**src/rtl/hazard_stall_unit_pkg.sv**
```systemverilog
// Shared pipeline definitions for the hazard controller: FSM encoding,
// register index width and the load-use detection helper.
package hazard_stall_unit_pkg;

  localparam int REG_W = 5;
  localparam logic [REG_W-1:0] ZERO_REG = '0;

  localparam logic [0:0] RUN      = 1'b0;
  localparam logic [0:0] MEM_WAIT = 1'b1;

  localparam int WAIT_W = 16;

  // $zero is never a real dependence, and rt only matters when ID actually reads it
  function automatic logic detectLoadUse(
    input logic             memRead,
    input logic [REG_W-1:0] exRt,
    input logic [REG_W-1:0] idRs,
    input logic [REG_W-1:0] idRt,
    input logic             usesRt
  );
    logic hit;
    hit = (exRt == idRs) || (usesRt && (exRt == idRt));
    return memRead && (exRt != ZERO_REG) && hit;
  endfunction

endpackage

```
**src/rtl/hazard_stall_unit_if.sv**
```systemverilog
// Hazard controller bundle: pipeline-side hazard inputs plus the stall/flush
// controls and debug counters returned to the pipeline.
interface hazard_stall_unit_if #(parameter int CNT_W = 16);
  import hazard_stall_unit_pkg::*;

  logic             Id_Ex_MemRead;
  logic [REG_W-1:0] Id_Ex_rt;
  logic [REG_W-1:0] If_Id_rs;
  logic [REG_W-1:0] If_Id_rt;
  logic             If_Id_UsesRt;
  logic             Branch_taken;
  logic             Ex_Mem_MemAccess;
  logic             Dmem_ready;

  logic             PC_Write;
  logic             If_Id_Write;
  logic             Id_Ex_Write;
  logic             Ex_Mem_Write;
  logic             Id_Ex_Bubble;
  logic             If_Id_Flush;
  logic             Id_Ex_Flush;
  logic             Mem_Timeout;
  logic [CNT_W-1:0] Stall_cnt;
  logic [CNT_W-1:0] Flush_cnt;

  modport master (
    output Id_Ex_MemRead, Id_Ex_rt, If_Id_rs, If_Id_rt, If_Id_UsesRt,
           Branch_taken, Ex_Mem_MemAccess, Dmem_ready,
    input  PC_Write, If_Id_Write, Id_Ex_Write, Ex_Mem_Write, Id_Ex_Bubble,
           If_Id_Flush, Id_Ex_Flush, Mem_Timeout, Stall_cnt, Flush_cnt
  );

  modport slave (
    input  Id_Ex_MemRead, Id_Ex_rt, If_Id_rs, If_Id_rt, If_Id_UsesRt,
           Branch_taken, Ex_Mem_MemAccess, Dmem_ready,
    output PC_Write, If_Id_Write, Id_Ex_Write, Ex_Mem_Write, Id_Ex_Bubble,
           If_Id_Flush, Id_Ex_Flush, Mem_Timeout, Stall_cnt, Flush_cnt
  );

endinterface

```
**src/rtl/hazard_stall_unit_sat_counter.sv**
```systemverilog
// Saturating up-counter with synchronous clear; holds at all-ones.
module sat_counter #(
  parameter int W = 16
) (
  input  logic         clk,
  input  logic         rst_n,
  input  logic         inc,
  input  logic         clr,
  output logic [W-1:0] count
);

  always_ff @(posedge clk or negedge rst_n) begin
    if (!rst_n) begin
      count <= '0;
    end else if (clr) begin
      count <= '0;
    end else if (inc && (count != {W{1'b1}})) begin
      count <= count + 1'b1;
    end
  end

endmodule

```
**src/rtl/hazard_stall_unit.sv**
```systemverilog
// Pipeline hazard controller: load-use bubbles, taken-branch flushes and
// data-memory freezes, with saturating debug counters and a sticky timeout.
module hazard_stall_unit #(
  parameter int WAIT_MAX = 255,
  parameter int CNT_W    = 16
) (
  input  logic clk,
  input  logic rst_n,
  hazard_stall_unit_if.slave hz
);
  import hazard_stall_unit_pkg::*;

  localparam logic [WAIT_W-1:0] TIMEOUT_AT = WAIT_W'(WAIT_MAX - 1);

  logic [0:0]        state;
  logic [0:0]        stateNext;
  logic              freeze;
  logic              loadUse;
  logic              branchFlush;
  logic              loadStall;
  logic [WAIT_W-1:0] waitCnt;
  logic              memTimeout;

  assign loadUse = detectLoadUse(hz.Id_Ex_MemRead, hz.Id_Ex_rt, hz.If_Id_rs,
                                 hz.If_Id_rt, hz.If_Id_UsesRt);

  always_comb begin
    freeze = 1'b0;
    if (state == RUN) begin
      freeze = hz.Ex_Mem_MemAccess && !hz.Dmem_ready;
    end else begin
      freeze = !hz.Dmem_ready;
    end
  end

  assign branchFlush = !freeze && hz.Branch_taken;
  assign loadStall   = !freeze && !hz.Branch_taken && loadUse;

  // Outputs are forced to their idle values while reset is held, so the
  // pipeline sees a clean run state regardless of what the inputs are doing.
  always_comb begin
    hz.PC_Write     = 1'b1;
    hz.If_Id_Write  = 1'b1;
    hz.Id_Ex_Write  = 1'b1;
    hz.Ex_Mem_Write = 1'b1;
    hz.Id_Ex_Bubble = 1'b0;
    hz.If_Id_Flush  = 1'b0;
    hz.Id_Ex_Flush  = 1'b0;
    if (rst_n) begin
      if (freeze) begin
        hz.PC_Write     = 1'b0;
        hz.If_Id_Write  = 1'b0;
        hz.Id_Ex_Write  = 1'b0;
        hz.Ex_Mem_Write = 1'b0;
      end else if (hz.Branch_taken) begin
        hz.If_Id_Flush  = 1'b1;
        hz.Id_Ex_Flush  = 1'b1;
      end else if (loadUse) begin
        hz.PC_Write     = 1'b0;
        hz.If_Id_Write  = 1'b0;
        hz.Id_Ex_Bubble = 1'b1;
      end
    end
  end

  always_comb begin
    stateNext = state;
    if (state == RUN) begin
      if (hz.Ex_Mem_MemAccess && !hz.Dmem_ready) begin
        stateNext = MEM_WAIT;
      end
    end else if (hz.Dmem_ready) begin
      stateNext = RUN;
    end
  end

  always_ff @(posedge clk or negedge rst_n) begin
    if (!rst_n) begin
      state <= RUN;
    end else begin
      state <= stateNext;
    end
  end

  // The wait counter is cleared on every unfrozen cycle, so each new freeze
  // starts counting from zero even if it follows a release back-to-back.
  sat_counter #(.W(WAIT_W)) waitCounter (
    .clk   (clk),
    .rst_n (rst_n),
    .inc   (freeze),
    .clr   (!freeze),
    .count (waitCnt)
  );

  sat_counter #(.W(CNT_W)) stallCounter (
    .clk   (clk),
    .rst_n (rst_n),
    .inc   (freeze || loadStall),
    .clr   (1'b0),
    .count (hz.Stall_cnt)
  );

  sat_counter #(.W(CNT_W)) flushCounter (
    .clk   (clk),
    .rst_n (rst_n),
    .inc   (branchFlush),
    .clr   (1'b0),
    .count (hz.Flush_cnt)
  );

  // Sets on the edge that closes the WAIT_MAX-th frozen cycle.
  always_ff @(posedge clk or negedge rst_n) begin
    if (!rst_n) begin
      memTimeout <= 1'b0;
    end else if (freeze && (waitCnt >= TIMEOUT_AT)) begin
      memTimeout <= 1'b1;
    end
  end

  assign hz.Mem_Timeout = memTimeout;

endmodule
```
**src/flat_wrapper.sv**
```systemverilog
// flat-port wrapper written by rule: the top's interface ports become plain ports
module hazard_stall_unit_flat import hazard_stall_unit_pkg::*;
#(
  parameter int WAIT_MAX = 255,
  parameter int CNT_W    = 16
)
  (clk, rst_n, hz_Id_Ex_MemRead, hz_Id_Ex_rt, hz_If_Id_rs, hz_If_Id_rt, hz_If_Id_UsesRt, hz_Branch_taken, hz_Ex_Mem_MemAccess, hz_Dmem_ready, hz_PC_Write, hz_If_Id_Write, hz_Id_Ex_Write, hz_Ex_Mem_Write, hz_Id_Ex_Bubble, hz_If_Id_Flush, hz_Id_Ex_Flush, hz_Mem_Timeout, hz_Stall_cnt, hz_Flush_cnt);
  hazard_stall_unit_if #(.CNT_W(CNT_W)) hz_i ();
  input  logic clk;
  input  logic rst_n;
  input wire logic [$bits(hz_i.Id_Ex_MemRead)-1:0] hz_Id_Ex_MemRead;
  input wire logic [$bits(hz_i.Id_Ex_rt)-1:0] hz_Id_Ex_rt;
  input wire logic [$bits(hz_i.If_Id_rs)-1:0] hz_If_Id_rs;
  input wire logic [$bits(hz_i.If_Id_rt)-1:0] hz_If_Id_rt;
  input wire logic [$bits(hz_i.If_Id_UsesRt)-1:0] hz_If_Id_UsesRt;
  input wire logic [$bits(hz_i.Branch_taken)-1:0] hz_Branch_taken;
  input wire logic [$bits(hz_i.Ex_Mem_MemAccess)-1:0] hz_Ex_Mem_MemAccess;
  input wire logic [$bits(hz_i.Dmem_ready)-1:0] hz_Dmem_ready;
  output wire logic [$bits(hz_i.PC_Write)-1:0] hz_PC_Write;
  output wire logic [$bits(hz_i.If_Id_Write)-1:0] hz_If_Id_Write;
  output wire logic [$bits(hz_i.Id_Ex_Write)-1:0] hz_Id_Ex_Write;
  output wire logic [$bits(hz_i.Ex_Mem_Write)-1:0] hz_Ex_Mem_Write;
  output wire logic [$bits(hz_i.Id_Ex_Bubble)-1:0] hz_Id_Ex_Bubble;
  output wire logic [$bits(hz_i.If_Id_Flush)-1:0] hz_If_Id_Flush;
  output wire logic [$bits(hz_i.Id_Ex_Flush)-1:0] hz_Id_Ex_Flush;
  output wire logic [$bits(hz_i.Mem_Timeout)-1:0] hz_Mem_Timeout;
  output wire logic [$bits(hz_i.Stall_cnt)-1:0] hz_Stall_cnt;
  output wire logic [$bits(hz_i.Flush_cnt)-1:0] hz_Flush_cnt;
  assign hz_i.Id_Ex_MemRead = hz_Id_Ex_MemRead;
  assign hz_i.Id_Ex_rt = hz_Id_Ex_rt;
  assign hz_i.If_Id_rs = hz_If_Id_rs;
  assign hz_i.If_Id_rt = hz_If_Id_rt;
  assign hz_i.If_Id_UsesRt = hz_If_Id_UsesRt;
  assign hz_i.Branch_taken = hz_Branch_taken;
  assign hz_i.Ex_Mem_MemAccess = hz_Ex_Mem_MemAccess;
  assign hz_i.Dmem_ready = hz_Dmem_ready;
  assign hz_PC_Write = hz_i.PC_Write;
  assign hz_If_Id_Write = hz_i.If_Id_Write;
  assign hz_Id_Ex_Write = hz_i.Id_Ex_Write;
  assign hz_Ex_Mem_Write = hz_i.Ex_Mem_Write;
  assign hz_Id_Ex_Bubble = hz_i.Id_Ex_Bubble;
  assign hz_If_Id_Flush = hz_i.If_Id_Flush;
  assign hz_Id_Ex_Flush = hz_i.Id_Ex_Flush;
  assign hz_Mem_Timeout = hz_i.Mem_Timeout;
  assign hz_Stall_cnt = hz_i.Stall_cnt;
  assign hz_Flush_cnt = hz_i.Flush_cnt;
  hazard_stall_unit #(.WAIT_MAX(WAIT_MAX), .CNT_W(CNT_W)) u_core (.clk(clk), .rst_n(rst_n), .hz(hz_i));
endmodule
```
**config.mk**
```make
export PLATFORM = sky130hd
export DESIGN_NAME = hazard_stall_unit_flat
export DESIGN_NICKNAME = d
export VERILOG_FILES = /design/src/rtl/hazard_stall_unit_pkg.sv /design/src/rtl/hazard_stall_unit_if.sv /design/src/rtl/hazard_stall_unit_sat_counter.sv /design/src/rtl/hazard_stall_unit.sv /design/src/flat_wrapper.sv
export SDC_FILE = /design/constraint.sdc
export NUM_CORES = 1
export LEC_CHECK = 0
export CAP_MARGIN = 30
export CORE_MARGIN = 4
export CORE_UTILIZATION = 30
export CTS_BUF_LIST = sky130_fd_sc_hd__clkbuf_8
export DETAILED_ROUTE_END_ITERATION = 12
export PLACE_DENSITY_LB_ADDON = 0.2
export REMOVE_ABC_BUFFERS = 1
export SYNTH_ARGS = -nofsm -noshare
export SYNTH_HDL_FRONTEND = slang
export SYNTH_SLANG_ARGS = --single-unit
```
**constraint.sdc**
```tcl
create_clock -name clk -period 1.95 [get_ports clk]
set_input_delay 0.195 -clock clk [delete_from_list [all_inputs] [get_ports clk]]
set_output_delay 0.195 -clock clk [all_outputs]
set_load 0.02 [all_outputs]
```
==> results of run 1 <==
[cells by family (layout without fill, tap and decap cells)]
logic type | after synthesis | after routing | share of synthesized area, %
AO/OA/AOI/OAI | 24 | 24 | 6.54
XOR/XNOR | 47 | 47 | 16.1
adder cells (fa/ha/maj) | 4 | 4 | 1.95
buffers and inverters | 13 | 116 | 2.39
flip-flops | 50 | 50 | 48.8
multiplexers | 4 | 4 | 1.76
AND/OR/NAND/NOR | 113 | 113 | 22.5
[layer usage]
| metal | GRT usage, % | wire (um) |
|---|---|---|
| met1 | 16.5 | 2850 |
| met2 | 23.5 | 3420 |
| met3 | 2.71 | 213 |
| met4 | 4.35 | 109 |
| met5 | 0 | 0 |
[through the flow]
step / hold WS (ns) / setup slack, ns
after floorplan: -0.101 / -0.234
after global placement: 0.217 / -0.652
after detailed placement: 0.216 / -0.647
after CTS: 0.430 / -0.0300
after global routing: 0.466 / -0.0467
final: 0.428 / 0.0570
[critical path: stages, from the launching register on]
cell     delay, ns
dfrtp_1       0.37
ha_2          0.19
and3_4        0.22
nand4_1       0.22
o21ai_2       0.26
o21ai_4       0.10
buf_6         0.14
mux2_4        0.28
[flip-flops by register name, summed over array words and instances, names as in the netlist]
signal / cells
u_core.flushCounter.count: 16
u_core.hz.Mem_Timeout: 1
u_core.stallCounter.count: 16
u_core.state: 1
u_core.waitCounter.count: 16
[worst max-delay path by stage]
stage	end	cells after the start
3_3_place_gp	hz_If_Id_Write	9
3_5_place_dp	hz_PC_Write	9
5_1_grt	u_core.stallCounter.count[6]	8
6_report	u_core.stallCounter.count[1]	7
2_1_floorplan	u_core.stallCounter.count[1]	6
4_1_cts	u_core.stallCounter.count[1]	10
[synth_stat cells (all sizes together), types with 2 or more instances]
| cell | instances |
|---|---|
| clkbuf | 2 |
| buf | 4 |
| a211oi | 3 |
| dfrtp | 50 |
| nand2 | 18 |
| ha | 4 |
| xor2 | 24 |
| or2 | 2 |
| mux2 | 4 |
| and4 | 4 |
| xnor2 | 23 |
| a21oi | 3 |
| o21ai | 7 |
| and2 | 3 |
| or4 | 2 |
| nor2 | 30 |
| nor4 | 4 |
| nand4 | 13 |
| nand3 | 17 |
| and3 | 8 |
| nor3 | 9 |
| inv | 7 |
| o211a | 2 |
| a31oi | 3 |
[layout make-up]
cell class              instances  area share, %
flip-flops and latches         50           33.4
well taps                     105           3.51
multi-input cells             192           35.5
clock inverters                 2          0.401
inverters                       7          0.702
repair buffers                102           24.6
clock buffers                   5           1.84
[power breakdown]
part	internal, mW	total, mW	switching [mW]	leakage [nW]
registers	1.16	1.30	0.134	0.657
clock network	0.246	0.606	0.360	0.0362
logic	0.517	0.977	0.461	0.952
[what timing repair did]
item	CTS	global route
setup endpoints to repair	21	20
endpoints found under the hold margin	50	0
cloned	1	0
resized for setup	31	21
hold buffers	1	0
pin swaps	3	7
setup buffers	2	2
==> flow_metrics.py, run 1 <==
metrics = {
    "status": {
        "status": "complete, no violations",
    },
    "route": {
        "drc": 0,
        "drtIter0Drc": 48,
        "antenna_left": 0,
        "finalWirelength_um": 6590,
        "viasPerCell": 4.83,
        "dr_total_vias": 2234,
        "drt-pass1-iter-count": 5,
        "detail_route.wl_per_cell_um": 14.2,
    },
    "worst_setup_path": {
        "critPathCaptureType": "register",
        "path_max_fanout": 6,
        "critPathArrivalTime_ns": 2.10,
        "startpoint": "u_core.stallCounter.count[1]",
        "crit_type": "register to register",
        "r2r-end": "u_core.stallCounter.count[1]",
        "ff2ff_path_depth": 7,
        "worstPathRequired_ns": 2.15,
        "r2r-start": "u_core.stallCounter.count[1]",
        "critPathLaunchType": "register",
        "r2r_slack_ns": 0.06,
    },
    "floorplan": {
        "dieArea_um2": 10100,
        "start_util_pct": 31.0,
        "core-area_um2": 8260,
        "rows": 33,
        "io_pins": 62,
        "die_y_um": 100,
        "die_x_um": 100,
    },
    "timing": {
        "fin_setup_tns_ns": 0,
        "worstMarginPinSlew_ns": 0.353,
        "period_needed_ns": 1.89,
        "fin_crit_sh_pct": 97.1,
        "fin_skew_ns": 0.0121,
        "slew_viol_final": 0,
        "relSlewSlack_pct": 76.2,
        "setup_viol": 0,
        "timing.fmax_ghz": 0.528,
        "hold_viol": 0,
    },
    "placement": {
        "place_inst": 450,
        "port_buffers": 61,
        "place_area_um2": 3530,
        "place_hpwl_um": 4980,
        "place_congestion": 0.774,
    },
    "cts": {
        "numCtsBuffers": 5,
        "insertion_delay_ns": 0.31,
        "htree_levels": 2,
        "cts_tree": "yes",
        "ctsRootBufferMaster": "clkbuf_8",
        "cts_max_path_buffers": 2,
        "cts.clk_slew.worst_paths_ns": 0.10,
        "clock-sinks": 50,
    },
    "pwr": {
        "p_leak_nw": 1.65,
        "p_per_area_nw_per_um2": 770,
        "total_power_mw": 2.88,
        "ir_drop_uv": 565,
    },
    "global_routing": {
        "grt_pass1_vias": 2244,
        "grt_max_degree": 27,
        "grt_pass1_wl_um": 10700,
        "antenna_found_initial": 0,
        "grt_overflow": 0,
        "grt_usage_pct": 13.4,
    },
    "layout": {
        "multiInputGateArea_um2": 1330,
        "fillers": 810,
        "final_cell_mix": "dfrtp_1 (50), clkdlybuf4s50_1 (46), buf_4 (39)",
        "final_cell_area_um2": 3740,
        "synthToLayoutAreaGrowth_pct": 46.0,
        "final_cell_count_no_fill": 463,
        "nNetsFinal": 384,
        "n_antenna_cell": 0,
        "area.sequential_um2": 1250,
        "final_common_cell": "dfrtp_1",
        "drive_gt1_share_pct": 20.4,
        "fin_util_pct": 45.3,
    },
    "synthesis": {
        "synth_edf_count": 0,
        "yosysTopAreaCellShare_pct": 48.8,
        "yosys_warnings": 0,
        "yosysTopAreaCell": "dfrtp_1",
        "synth_cells": 255,
        "synthFlopType": "dfrtp_1",
        "synth_area_leaders": "dfrtp_1 (49%), xor2_1 (8.2%), xnor2_1 (7.9%)",
        "async_reset_ff_share_pct": 100,
        "synth_seq_area_share_pct": 48.8,
        "netlist_area_um2": 2560,
        "synth_cell_types": 38,
        "ys_ff_latch": 50,
        "syn_avg_cell_area_um2": 10.0,
    },
    "hold_path": {
        "hp-class": "input port to asynchronous set/reset pin",
    },
    "run": {
        "maxCapViolCount": 0,
    },
}
Note: power is estimated with default switching activity, not from simulation.
==> run 2: changes to the inputs <==
--- a/config.mk
+++ b/config.mk
@@ -10,7 +10,7 @@
 export CORE_UTILIZATION = 30
 export CTS_BUF_LIST = sky130_fd_sc_hd__clkbuf_8
 export DETAILED_ROUTE_END_ITERATION = 12
-export PLACE_DENSITY_LB_ADDON = 0.2
+export PLACE_DENSITY = 0.54
 export REMOVE_ABC_BUFFERS = 1
 export SYNTH_ARGS = -nofsm -noshare
 export SYNTH_HDL_FRONTEND = slang
==> run 2 against run 1 <==
Wire length shrank 4.0%. Final area grew 0.90%. Fmax grew 1.6%. Global-route usage shrank 0.13 points.
==> flow_metrics.py, run 2 (same netlist as run 1, synthesis figures left out) <==
metrics = {
    "floorplan": {
        "start_util_pct": 31.0,
        "dieArea_um2": 10100,
        "die_x_um": 100,
        "io_pins": 62,
        "die_y_um": 100,
        "rows": 33,
        "core-area_um2": 8260,
    },
    "global_routing": {
        "grt_max_degree": 21,
        "grt_usage_pct": 13.3,
        "grt_overflow": 0,
        "antenna_found_initial": 0,
        "grt_pass1_wl_um": 10800,
        "grt_pass1_vias": 2275,
    },
    "layout": {
        "n_antenna_cell": 0,
        "fillers": 827,
        "nNetsFinal": 393,
        "final_cell_mix": "dfrtp_1 (50), buf_4 (46), clkdlybuf4s50_1 (45)",
        "drive_gt1_share_pct": 20.1,
        "final_common_cell": "dfrtp_1",
        "final_cell_area_um2": 3770,
        "final_cell_count_no_fill": 473,
        "synthToLayoutAreaGrowth_pct": 47.3,
        "reg_top3": "u_core.flushCounter.count x16, u_core.stallCounter.count x16, u_core.waitCounter.count x16",
    },
    "cts": {
        "ctsRootBufferMaster": "clkbuf_8",
        "clock-sinks": 50,
        "insertion_delay_ns": 0.30,
        "numCtsBuffers": 5,
        "cts_max_path_buffers": 2,
        "cts_tree": "yes",
        "cts.clk_slew.worst_paths_ns": 0.10,
        "htree_levels": 2,
    },
    "route": {
        "finalWirelength_um": 6330,
        "viasPerCell": 4.61,
        "drc": 0,
        "drt-pass1-iter-count": 4,
        "drtIter0Drc": 60,
        "detail_route.wl_per_cell_um": 13.4,
        "dr_total_vias": 2181,
        "antenna_left": 0,
    },
    "placement": {
        "port_buffers": 61,
        "place_hpwl_um": 4940,
        "place_congestion": 0.795,
        "pre_cts_ws_ns": -0.480,
        "place_area_um2": 3610,
        "place_inst": 461,
    },
    "pwr": {
        "p_per_area_nw_per_um2": 795,
        "p_leak_nw": 1.70,
        "ir_drop_uv": 663,
    },
    "timing": {
        "worstMarginPinSlew_ns": 0.332,
        "period_needed_ns": 1.86,
        "fin_setup_tns_ns": 0,
        "hold_viol": 0,
        "hold_slack_ns": 0.261,
        "fin_ws_ns": 0.0861,
        "fin_crit_sh_pct": 95.6,
        "relSlewSlack_pct": 77.7,
        "fin_skew_ns": 0.00541,
        "setup_viol": 0,
        "slew_viol_final": 0,
        "timing.fmax_ghz": 0.537,
    },
    "worst_setup_path": {
        "critPathLaunchType": "register",
        "r2r-start": "u_core.flushCounter.count[7]",
        "ff2ff_path_depth": 6,
        "critPathArrivalTime_ns": 2.06,
        "worstPathRequired_ns": 2.15,
        "r2r-end": "u_core.flushCounter.count[7]",
        "crit_type": "register to register",
        "r2r_slack_ns": 0.09,
        "path_max_fanout": 5,
        "critPathCaptureType": "register",
    },
    "hold_path": {
        "hp-class": "input port to asynchronous set/reset pin",
    },
    "status": {
        "status": "complete, no violations",
    },
    "run": {
        "maxCapViolCount": 0,
    },
}
[run 2: changes by cell type in the layout (fill, tap and decap cells not counted), moves of 2 or more]
cell	previous run	this run
o21ai_1	2	5
o21ai_2	2	0
clkinvlp_4	2	0
buf_4	39	46
clkbuf_2	0	2
[run 2: where the power goes]
part / total (mW) / switching, mW / internal, mW
registers: 1.27 / 0.108 / 1.16
clock network: 0.742 / 0.357 / 0.385
logic: 0.986 / 0.466 / 0.520
[run 2: cell type report]
class / instances / area (um^2) / share of cell area, %
Clock buffer: 5 / 68.8 / 1.82
Tap cell: 105 / 131 / 3.48
Multi-Input combinational cell: 192 / 1270 / 33.6
Timing Repair Buffer: 111 / 985 / 26.1
Clock inverter: 3 / 43.8 / 1.16
Sequential cell: 50 / 1250 / 33.1
Inverter: 7 / 26.3 / 0.696
[run 2: timing repair]
item	4_1_cts	5_1_grt
hold buffers	1	0
hold endpoints to repair	2	0
resized for setup	23	14
setup endpoints to repair	9	18
pin swaps	4	4
setup buffers	2	1
[run 2: worst max-delay path by stage]
stage / start / end / slack, ns / depth (start not counted)
5_1_grt: hz_Id_Ex_rt[3] / hz_PC_Write / -0.001 / 7
3_3_place_gp: hz_Id_Ex_rt[1] / hz_If_Id_Write / -0.47 / 6
2_1_floorplan: u_core.stallCounter.count[0] / u_core.stallCounter.count[1] / -0.23 / 6
6_report: u_core.flushCounter.count[7] / u_core.flushCounter.count[7] / 0.09 / 6
4_1_cts: hz_If_Id_rt[1] / u_core.stallCounter.count[1] / 0.01 / 9
3_5_place_dp: hz_Id_Ex_rt[1] / hz_PC_Write / -0.48 / 6
[run 2: through the flow]
step                      power [mW]  util, %
after global placement          2.28     43.7
after detailed placement        2.28     43.7
final                           3.00     45.7
after floorplan                 1.71        -
after CTS                       3.04     45.3
after global routing            3.18     45.7
[run 2: per-layer routing]
| metal | routed length (um) | vias up | global-route usage (%) |
|---|---|---|---|
| li1 | - | 1112 | - |
| met1 | 3040 | 1034 | 17.9 |
| met2 | 3050 | 29 | 21.7 |
| met3 | 167 | 6 | 2.71 |
| met4 | 78 | 0 | 3.73 |
| met5 | 0 | - | 0 |
[run 2: critical path, cell delays in order, from the launching register on]
cell     delay (ns)
dfrtp_1        0.37
nand3_1        0.10
or4_4          0.53
o211a_4        0.26
and3_4         0.18
and3_1         0.18
xor2_1         0.14
